## src/rtl/lsu_mem_ctrl_if.sv

```systemverilog
// Bundles the CPU-side request/response handshake and the data-memory port of lsu_mem_ctrl.
// slave modport: the controller; master modport: the CPU stage plus the memory it drives.
// DATAMEM_ADDR_WIDTH must match the controller instance; mem_addr is a word address.
interface lsu_mem_ctrl_if #(
    parameter int DATAMEM_ADDR_WIDTH = 16
);
    logic                          req_valid;
    logic                          req_ready;
    logic [2:0]                    req_op;
    logic [31:0]                   req_addr;
    logic [31:0]                   req_wdata;
    logic                          resp_valid;
    logic                          resp_err;
    logic [31:0]                   resp_rdata;
    logic                          mem_re;
    logic                          mem_we;
    logic [DATAMEM_ADDR_WIDTH-3:0] mem_addr;
    logic [31:0]                   mem_wdata;
    logic [31:0]                   mem_rdata;

    modport slave (
        input  req_valid, req_op, req_addr, req_wdata, mem_rdata,
        output req_ready, resp_valid, resp_err, resp_rdata,
               mem_re, mem_we, mem_addr, mem_wdata
    );

    modport master (
        output req_valid, req_op, req_addr, req_wdata, mem_rdata,
        input  req_ready, resp_valid, resp_err, resp_rdata,
               mem_re, mem_we, mem_addr, mem_wdata
    );
endinterface

```

## src/rtl/lsu_mem_ctrl.sv

```systemverilog
// Load/store sequencer to a word-wide single-port memory: lane select + extension, RMW for SB/SH.
// Latency from accept edge to resp_valid: misaligned 1, SW 2, loads 3, SB/SH 4 cycles.
// One request in flight; req_ready is high only in IDLE, so requests are held off while busy.
// Ports: clk/rst (async active-high); bus.slave carries req_*/resp_* toward the CPU and mem_* toward memory.
module lsu_mem_ctrl #(
    parameter int DATAMEM_ADDR_WIDTH = 16
) (
    input  logic          clk,
    input  logic          rst,
    lsu_mem_ctrl_if.slave bus
);
    localparam int AW = DATAMEM_ADDR_WIDTH;

    localparam logic [2:0] OP_LB  = 3'd0;
    localparam logic [2:0] OP_LH  = 3'd1;
    localparam logic [2:0] OP_LW  = 3'd2;
    localparam logic [2:0] OP_LBU = 3'd3;
    localparam logic [2:0] OP_LHU = 3'd4;
    localparam logic [2:0] OP_SB  = 3'd5;
    localparam logic [2:0] OP_SH  = 3'd6;
    localparam logic [2:0] OP_SW  = 3'd7;

    typedef enum logic [2:0] {IDLE, READ, CAPT, WRITE, RESP, RESP_ERR} state_t;

    state_t      state;
    logic [2:0]  opLat;
    logic [1:0]  laneLat;
    logic [31:0] wdataLat;
    logic        reqMisaligned;

    // Address bits above AW are intentionally dropped (addresses wrap).
    logic unusedAddrBits;
    assign unusedAddrBits = ^bus.req_addr;

    always_comb begin
        reqMisaligned = 1'b0;
        case (bus.req_op)
            OP_LH, OP_LHU, OP_SH: reqMisaligned = bus.req_addr[0];
            OP_LW, OP_SW:         reqMisaligned = |bus.req_addr[1:0];
            default:              reqMisaligned = 1'b0;
        endcase
    end

    function automatic logic [31:0] loadExtend(input logic [2:0]  op,
                                               input logic [1:0]  lane,
                                               input logic [31:0] word);
        logic [7:0]  b;
        logic [15:0] h;
        logic [31:0] r;
        b = word[{lane, 3'b000} +: 8];
        h = word[{lane[1], 4'b0000} +: 16];
        case (op)
            OP_LB:   r = {{24{b[7]}}, b};
            OP_LH:   r = {{16{h[15]}}, h};
            OP_LBU:  r = {24'd0, b};
            OP_LHU:  r = {16'd0, h};
            default: r = word;
        endcase
        return r;
    endfunction

    // The memory has no byte enables, so sub-word stores rebuild the whole word.
    function automatic logic [31:0] storeMerge(input logic [2:0]  op,
                                               input logic [1:0]  lane,
                                               input logic [31:0] wdata,
                                               input logic [31:0] word);
        logic [31:0] m;
        m = word;
        if (op == OP_SB) begin
            m[{lane, 3'b000} +: 8] = wdata[7:0];
        end else begin
            m[{lane[1], 4'b0000} +: 16] = wdata[15:0];
        end
        return m;
    endfunction

    // Outputs are registered alongside the state: each transition also loads the
    // output values belonging to the state being entered.
    always_ff @(posedge clk or posedge rst) begin
        if (rst) begin
            state          <= IDLE;
            opLat          <= OP_LB;
            laneLat        <= 2'd0;
            wdataLat       <= 32'd0;
            bus.req_ready  <= 1'b1;
            bus.resp_valid <= 1'b0;
            bus.resp_err   <= 1'b0;
            bus.resp_rdata <= 32'd0;
            bus.mem_re     <= 1'b0;
            bus.mem_we     <= 1'b0;
            bus.mem_addr   <= '0;
            bus.mem_wdata  <= 32'd0;
        end else begin
            case (state)
                IDLE: begin
                    if (bus.req_valid && bus.req_ready) begin
                        opLat         <= bus.req_op;
                        laneLat       <= bus.req_addr[1:0];
                        wdataLat      <= bus.req_wdata;
                        bus.req_ready <= 1'b0;
                        if (reqMisaligned) begin
                            state          <= RESP_ERR;
                            bus.resp_valid <= 1'b1;
                            bus.resp_err   <= 1'b1;
                            bus.resp_rdata <= 32'd0;
                        end else if (bus.req_op == OP_SW) begin
                            // Full-word store needs no read.
                            state         <= WRITE;
                            bus.mem_we    <= 1'b1;
                            bus.mem_addr  <= bus.req_addr[AW-1:2];
                            bus.mem_wdata <= bus.req_wdata;
                        end else begin
                            state        <= READ;
                            bus.mem_re   <= 1'b1;
                            bus.mem_addr <= bus.req_addr[AW-1:2];
                        end
                    end
                end
                READ: begin
                    bus.mem_re <= 1'b0;
                    state      <= CAPT;
                end
                CAPT: begin
                    if (opLat == OP_SB || opLat == OP_SH) begin
                        bus.mem_wdata <= storeMerge(opLat, laneLat, wdataLat, bus.mem_rdata);
                        bus.mem_we    <= 1'b1;
                        state         <= WRITE;
                    end else begin
                        bus.resp_rdata <= loadExtend(opLat, laneLat, bus.mem_rdata);
                        bus.resp_valid <= 1'b1;
                        bus.resp_err   <= 1'b0;
                        state          <= RESP;
                    end
                end
                WRITE: begin
                    bus.mem_we     <= 1'b0;
                    bus.resp_valid <= 1'b1;
                    bus.resp_err   <= 1'b0;
                    bus.resp_rdata <= 32'd0;
                    state          <= RESP;
                end
                RESP, RESP_ERR: begin
                    bus.resp_valid <= 1'b0;
                    bus.resp_err   <= 1'b0;
                    bus.req_ready  <= 1'b1;
                    state          <= IDLE;
                end
                default: begin
                    state         <= IDLE;
                    bus.req_ready <= 1'b1;
                end
            endcase
        end
    end
endmodule

```

## src/flat_wrapper.sv

```systemverilog
// flat-port wrapper written by rule: the top's interface ports become plain ports
module lsu_mem_ctrl_flat 
#(
    parameter int DATAMEM_ADDR_WIDTH = 16
)
  (clk, rst, bus_req_valid, bus_req_op, bus_req_addr, bus_req_wdata, bus_mem_rdata, bus_req_ready, bus_resp_valid, bus_resp_err, bus_resp_rdata, bus_mem_re, bus_mem_we, bus_mem_addr, bus_mem_wdata);
  lsu_mem_ctrl_if #(.DATAMEM_ADDR_WIDTH(DATAMEM_ADDR_WIDTH)) bus_i ();
  input  logic clk;
  input  logic rst;
  input wire logic [$bits(bus_i.req_valid)-1:0] bus_req_valid;
  input wire logic [$bits(bus_i.req_op)-1:0] bus_req_op;
  input wire logic [$bits(bus_i.req_addr)-1:0] bus_req_addr;
  input wire logic [$bits(bus_i.req_wdata)-1:0] bus_req_wdata;
  input wire logic [$bits(bus_i.mem_rdata)-1:0] bus_mem_rdata;
  output wire logic [$bits(bus_i.req_ready)-1:0] bus_req_ready;
  output wire logic [$bits(bus_i.resp_valid)-1:0] bus_resp_valid;
  output wire logic [$bits(bus_i.resp_err)-1:0] bus_resp_err;
  output wire logic [$bits(bus_i.resp_rdata)-1:0] bus_resp_rdata;
  output wire logic [$bits(bus_i.mem_re)-1:0] bus_mem_re;
  output wire logic [$bits(bus_i.mem_we)-1:0] bus_mem_we;
  output wire logic [$bits(bus_i.mem_addr)-1:0] bus_mem_addr;
  output wire logic [$bits(bus_i.mem_wdata)-1:0] bus_mem_wdata;
  assign bus_i.req_valid = bus_req_valid;
  assign bus_i.req_op = bus_req_op;
  assign bus_i.req_addr = bus_req_addr;
  assign bus_i.req_wdata = bus_req_wdata;
  assign bus_i.mem_rdata = bus_mem_rdata;
  assign bus_req_ready = bus_i.req_ready;
  assign bus_resp_valid = bus_i.resp_valid;
  assign bus_resp_err = bus_i.resp_err;
  assign bus_resp_rdata = bus_i.resp_rdata;
  assign bus_mem_re = bus_i.mem_re;
  assign bus_mem_we = bus_i.mem_we;
  assign bus_mem_addr = bus_i.mem_addr;
  assign bus_mem_wdata = bus_i.mem_wdata;
  lsu_mem_ctrl #(.DATAMEM_ADDR_WIDTH(DATAMEM_ADDR_WIDTH)) u_core (.clk(clk), .rst(rst), .bus(bus_i));
endmodule
```

## config.mk

```make
export PLATFORM = sky130hd
export DESIGN_NAME = lsu_mem_ctrl_flat
export DESIGN_NICKNAME = d
export VERILOG_FILES = /design/src/rtl/lsu_mem_ctrl_if.sv /design/src/rtl/lsu_mem_ctrl.sv /design/src/flat_wrapper.sv
export SDC_FILE = /design/constraint.sdc
export NUM_CORES = 1
export LEC_CHECK = 0
export ABC_CLOCK_PERIOD_IN_PS = 4900
export CELL_PAD_IN_SITES_DETAIL_PLACEMENT = 1
export CELL_PAD_IN_SITES_GLOBAL_PLACEMENT = 2
export CORE_MARGIN = 2
export CORE_UTILIZATION = 29
export DETAILED_ROUTE_END_ITERATION = 10
export HOLD_SLACK_MARGIN = 0.05
export PLACE_DENSITY = 0.84
export SYNTH_ARGS = -nofsm -noshare
export SYNTH_HDL_FRONTEND = slang
export SYNTH_SLANG_ARGS = --single-unit
```

## constraint.sdc

```tcl
create_clock -name clk -period 4.9 [get_ports clk]
set_clock_uncertainty 0.15 [all_clocks]
set_input_delay 1.225 -clock clk [delete_from_list [all_inputs] [get_ports clk]]
set_output_delay 1.225 -clock clk [all_outputs]
set_load 0.02 [all_outputs]
```

==> flow_summary.toml, run 1 <==
[final_layout]
final_cell_mix = "clkdlybuf4s50_1, dfrtp_1, nand2_1"
fin_nets = 832
diodes = 0
drive_gt1_share_pct = 11.5
n_fill_cell = 2243
syn_to_final_growth_pct = 35.0
design_area_um2 = 8170
final_common_cell = "clkdlybuf4s50_1"

[sta]
tightest_slew_ns = 1.21
finalCritPeriodShare_pct = 73.1
tns_ns = 0
rsz0062_at_grt = "false"
slew_headroom_pct = 19.2
final_max_slew_viol_count = 0
setup_violations = 0
fmax_ghz = 0.279
hold_slack_ns = 0.332
hold_viol_final = 0
min_period_ns = 3.58

[drt]
drt-initial-drc-count = 489
wl_um = 21400
viasPerCell = 5.51
drc = 0
dr.pass1.iters = 5
detail-route-antenna-nets = 0
wl_per_cell_um = 21.4
via_count = 5505

[global_routing]
first_global_vias = 5771
grt_util_all_layers_pct = 19.7
grt_start_max_net_pins = 65
grt_overflow = 0
grt_pass1_wl_um = 33700
antenna_found_initial = 0

[placed_design]
place_area_um2 = 7900
hpwl_um = 15900
gp_congestion = 0.825
buffer_ports.inserted = 168

[clock_tree]
cts_tree = "yes"
cts.sinks = 107
clk_pin_slew_ns = 0.07
post_cts_buffers = 0
cts_buffers = 9
h-tree-depth = 3
clkLatencyLatePin_ns = 0.36
post_cts_resized = 0
clk_path_buf_depth = 2
cts_root_buffer = "clkbuf_16"
postCtsHoldBufs = 0

[logic_synthesis]
ys.warnings.count = 0
ys_seq_elements = 107
netlist_area_um2 = 6050
seq_area_frac_synth_pct = 44.2
synth_edf_count = 0
synth_fp_nets = 694
netlist.area_leader.share_pct = 43.8
netlist_instances = 587
async_flop_share_pct = 100
synth_area_per_cell_um2 = 10.3
synth_area_leader_cell = "dfrtp_1"
synth_ff_type = "dfrtp_1"
synth_area_leaders = "dfrtp_1, mux2_2, a221oi_1"
synthDistinctLibCells = 62

[die]
start_util_pct = 29.7
die_w_um = 148
coreArea_um2 = 20400
dieHeight_um = 148
row_count = 52
io_pins = 185
dieArea_um2 = 22000

[critical_path]
endpoint_kind = "flip-flop"
r2r_start = "u_core.laneLat[0]$_DFFE_PP0P_"
cp_num_buf_inv = 1
crit_path_cell_trace = "clkdlybuf4s50_1, nand3_1, or4b_4, a21boi_4, o21ai_0, o2bb2ai_1"
worstPathMaxFanout = 31
critPathKind = "input pin to flip-flop"
cp_slowest_cell = "a21boi_4"
worstSetupStartpointType = "input pin"
critical_path_arrival_ns = 3.71
crit_start = "bus_req_op[1]"
cp_top_family = "compound AO/OA/AOI/OAI gates"
worst_path_largest_cell_delay_ns = 0.69
worst_ep_required_time_ns = 5.03

[power]
p_total_mw = 5.43
vdd_ir_drop_max_v = 0.000257
powerDensity_nw_per_um2 = 665
p_leak_nw = 3.20

[min_path]
worstHoldStart = "u_core.bus.resp_rdata[24]$_DFFE_PP0P_"
hold_class = "flip-flop to flip-flop"

[status]
status = "finished, final reports clean"

[job]
maxCapViolCount = 0
-- final cells by class --
cell class,instances,area [µm²],area share [%]
multi-input cells,417,3070,37.6
flip-flops and latches,107,2680,32.8
repair buffers,177,1760,21.6
well taps,270,338,4.13
clock buffers,11,233,2.85
inverters,13,51.3,0.628
clock inverters,5,37.5,0.459
-- cells in the mapped netlist (3+ instances only) --
library cell	instances
mux2_2	31
ha_1	5
buf_2	24
mux2i_1	24
dfrtp_1	106
o21ai_0	21
nor2_1	53
a21oi_1	42
a211oi_1	14
mux4_2	4
nand2_1	59
buf_4	6
o41ai_2	5
inv_1	12
buf_6	3
a21oi_2	4
a221oi_1	30
a222oi_1	7
a31oi_1	4
clkbuf_1	16
o41ai_1	5
o2bb2ai_1	17
nand3_1	4
mux4_1	4
o221ai_1	8
or2_2	3
nand2b_1	11
o31ai_1	24
-- metal layers --
metal / up-vias / track usage [%] / wire length, µm
met5: - / 0 / 0
li1: 2507 / - / -
met3: 27 / 3.19 / 1240
met1: 2774 / 27.0 / 9560
met2: 197 / 32.0 / 10200
met4: 0 / 5.90 / 357
-- flip-flops by register name (all words and copies together) (netlist names) --
name / flops
u_core.state: 3
u_core.opLat: 3
u_core.bus.mem_re: 1
u_core.bus.mem_we: 1
u_core.bus.mem_wdata: 32
u_core.bus.req_ready: 1
u_core.wdataLat: 16
u_core.bus.mem_addr: 14
u_core.bus.resp_err: 1
u_core.bus.resp_valid: 1
u_core.bus.resp_rdata: 32
u_core.laneLat: 2
-- through the flow --
step / instances / setup WS [ns] / util, %
2_1_floorplan: 587 / 0.709 / -
3_3_place_gp: 984 / 1.01 / 38.8
3_5_place_dp: 984 / 0.939 / 38.8
4_1_cts: 1000 / 1.31 / 40.1
5_1_grt: 1000 / 1.16 / 40.1
6_report: 1000 / 1.32 / 40.1
-- cell families (layout without fill, tap and decap cells) --
kind of cell | after synthesis | in the layout | synth area share [%]
fa+ha+maj | 5 | 5 | 1.03
mux | 63 | 63 | 13.0
xor+xnor | 1 | 1 | 0.145
simple gates | 145 | 145 | 10.9
compound gates | 203 | 203 | 25.5
flops | 107 | 107 | 44.2
buf+inv | 63 | 206 | 5.15
-- path summary, 6_finish.rpt --
kind	end	slack, ns	cells past startpoint
worst max-delay path	u_core.bus.mem_wdata[18]$_DFFE_PP0P_	1.32	6
worst min-delay path	u_core.bus.resp_rdata[24]$_DFFE_PP0P_	0.33	2
worst max register to register	u_core.bus.mem_wdata[25]$_DFFE_PP0P_	1.62	7
worst min register to register	u_core.bus.resp_rdata[24]$_DFFE_PP0P_	0.33	2
max in group asynchronous	u_core.bus.req_ready$_DFFE_PP1P_	2.65	3
min in group asynchronous	u_core.bus.resp_rdata[26]$_DFFE_PP0P_	1.18	2
-- power by group --
group	switching (mW)	internal, mW	leakage [nW]
logic	1.64	1.34	1.72
clock network	0.354	0.349	0.127
registers	0.428	1.32	1.34
total	2.42	3.01	3.20
-- worst reg2reg max path, stage by stage (launching register included) --
cell,delay [ns]
dfrtp_1,0.64
inv_1,0.20
ha_1,0.44
nor4bb_1,0.92
a221oi_1,0.19
a211oi_1,0.43
a21oi_1,0.08
a21oi_1,0.16
Note: power is estimated with default switching activity, not from simulation.
==> inputs of run 2 (changes only) <==
- ABC_CLOCK_PERIOD_IN_PS: 4900 -> 3580
- clock period: 4.9 -> 3.58 ns (I/O delays scaled with it)
==> flow_summary.toml, run 2 (same netlist as run 1, synthesis figures left out) <==
[status]
status = "finished, final reports clean"

[clock_tree]
cts_buffers = 9
cts_tree = "yes"
post_cts_buffers = 0
clkLatencyLatePin_ns = 0.36
cts.sinks = 107
clk_path_buf_depth = 2
cts_root_buffer = "clkbuf_16"
postCtsHoldBufs = 0
clk_pin_slew_ns = 0.08
post_cts_resized = 0
h-tree-depth = 3

[power]
power_frac_clock_pct = 14.0
powerDensity_nw_per_um2 = 918
p_total_mw = 7.61
swShare_pct = 44.0
p_leak_nw = 3.26
p_switching_mw = 3.35
pwr-share-seq_pct = 30.8
vdd_ir_drop_max_v = 0.000415
comb_power_share_pct = 55.2
power.internal_mw = 4.26

[die]
row_count = 52
io_pins = 185
dieHeight_um = 148
dieArea_um2 = 22000
coreArea_um2 = 20400
die_w_um = 148
start_util_pct = 29.7

[critical_path]
worst_ep_required_time_ns = 3.62
r2r_cells = 5
worst_path_largest_cell_delay_ns = 0.99
crit_path_cell_trace = "clkdlybuf4s50_1, mux2i_1, nor2_1, o311ai_2, o31ai_1"
r2r-end = "u_core.bus.resp_rdata[17]$_DFFE_PP0P_"
endpoint_kind = "flip-flop"
worstSetupStartpointType = "input pin"
cp-endpoint = "u_core.bus.resp_rdata[17]$_DFFE_PP0P_"
critical_path_arrival_ns = 3.06
r2r_slack_ns = 0.83
cp_slowest_cell = "o311ai_2"
critPathKind = "input pin to flip-flop"
worstPathMaxFanout = 16
r2r_start = "u_core.laneLat[1]$_DFFE_PP0P_"
crit_start = "bus_mem_rdata[31]"

[global_routing]
first_global_vias = 5859
grt_pass1_wl_um = 33900
grt_start_max_net_pins = 108
grt_overflow = 0
grt_util_all_layers_pct = 19.7
antenna_found_initial = 0

[sta]
hold_viol_final = 0
min_period_ns = 3.02
rsz0062_at_grt = "false"
finalCritPeriodShare_pct = 84.4
tightest_slew_ns = 1.20
final_max_slew_viol_count = 0
tns_ns = 0
slew_headroom_pct = 19.8
fmax_ghz = 0.331
setup_violations = 0

[final_layout]
final_cell_mix = "clkdlybuf4s50_1, dfrtp_1, nand2_1"
diodes = 0
multi_input_area_um2 = 3070
drive_gt1_share_pct = 12.4
syn_to_final_growth_pct = 36.9
fin_nets = 837
final_common_cell = "clkdlybuf4s50_1"
register_area_um2 = 2680
largestRegisters = "u_core.bus.mem_wdata x32, u_core.bus.resp_rdata x32, u_core.wdataLat x16"
n_fill_cell = 2248

[drt]
drc = 0
drt-initial-drc-count = 491
via_count = 5592
wl_per_cell_um = 21.5
wl_um = 21600
detail-route-antenna-nets = 0
viasPerCell = 5.56
dr.pass1.iters = 5

[placed_design]
hpwl_um = 15900
gp_congestion = 0.885
buffer_ports.inserted = 168

[job]
maxCapViolCount = 0

[min_path]
hold_class = "flip-flop to flip-flop"
[run 2: cell types whose count changed in the layout (fill, tap and decap cells not counted), sizes merged]
cell / delta
buf: +5
bufinv: +1
inv: -1
clkinvlp: -1
clkinv: +2
clkbuf: -1
[run 2: power groups by stage]
stage	clock, mW	combinational [mW]	sequential [mW]
3_3_place_gp	0	4.07	2.33
4_1_cts	1.10	4.22	2.35
5_1_grt	1.15	4.52	2.43
2_1_floorplan	0	2.13	2.73
3_5_place_dp	0	4.20	2.37
6_report	1.06	4.20	2.35
[run 2: metal layers]
metal  up-vias  GRT usage [%]  wire (µm)
li1       2527              -          -
met1      2819           26.5       9430
met2       219           32.0      10300
met3        27           4.97       1550
met4         0           4.52        331
met5         -              0          0
[run 2: worst min-delay path by stage]
stage	slack, ns	cells past startpoint	endpoint	start
final	0.33	2	u_core.bus.resp_rdata[9]$_DFFE_PP0P_	u_core.bus.resp_rdata[9]$_DFFE_PP0P_
after global routing	0.36	1	u_core.bus.resp_valid$_DFFE_PP0P_	u_core.bus.resp_valid$_DFFE_PP0P_
after global placement	0.31	2	u_core.bus.resp_rdata[24]$_DFFE_PP0P_	u_core.bus.resp_rdata[24]$_DFFE_PP0P_
after detailed placement	0.32	2	u_core.bus.resp_rdata[9]$_DFFE_PP0P_	u_core.bus.resp_rdata[9]$_DFFE_PP0P_
after CTS	0.34	2	u_core.bus.resp_rdata[9]$_DFFE_PP0P_	u_core.bus.resp_rdata[9]$_DFFE_PP0P_
after floorplan	0.35	1	u_core.wdataLat[11]$_DFFE_PP0P_	u_core.wdataLat[11]$_DFFE_PP0P_
[run 2: cell type report]
type / count / share of cell area [%]
tap: 270 / 4.08
timing repair buffer: 182 / 22.2
inverter: 13 / 0.634
clock buffer: 10 / 2.88
clock inverter: 6 / 0.875
multi-input combinational: 417 / 37.1
sequential: 107 / 32.3
[run 2: critical path, delay by kind of cell]
| family | cells | cell delay (ns) |
|---|---|---|
| compound gates | 2 | 1.19 |
| buf+inv | 1 | 0.56 |
| mux | 1 | 0.30 |
| simple gates | 1 | 0.09 |
[run 2: metrics by stage]
step | instance area (µm²) | hold WS [ns] | std cells | utilization (%) | setup slack [ns]
3_5_place_dp | 7980 | 0.318 | 989 | 39.2 | 0.204
5_1_grt | 8290 | 0.363 | 1005 | 40.7 | 0.373
2_1_floorplan | 6060 | 0.352 | 587 | - | 1.10
6_report | 8290 | 0.333 | 1005 | 40.7 | 0.557
4_1_cts | 8290 | 0.336 | 1005 | 40.7 | 0.580
3_3_place_gp | 7980 | 0.310 | 989 | 39.2 | 0.374
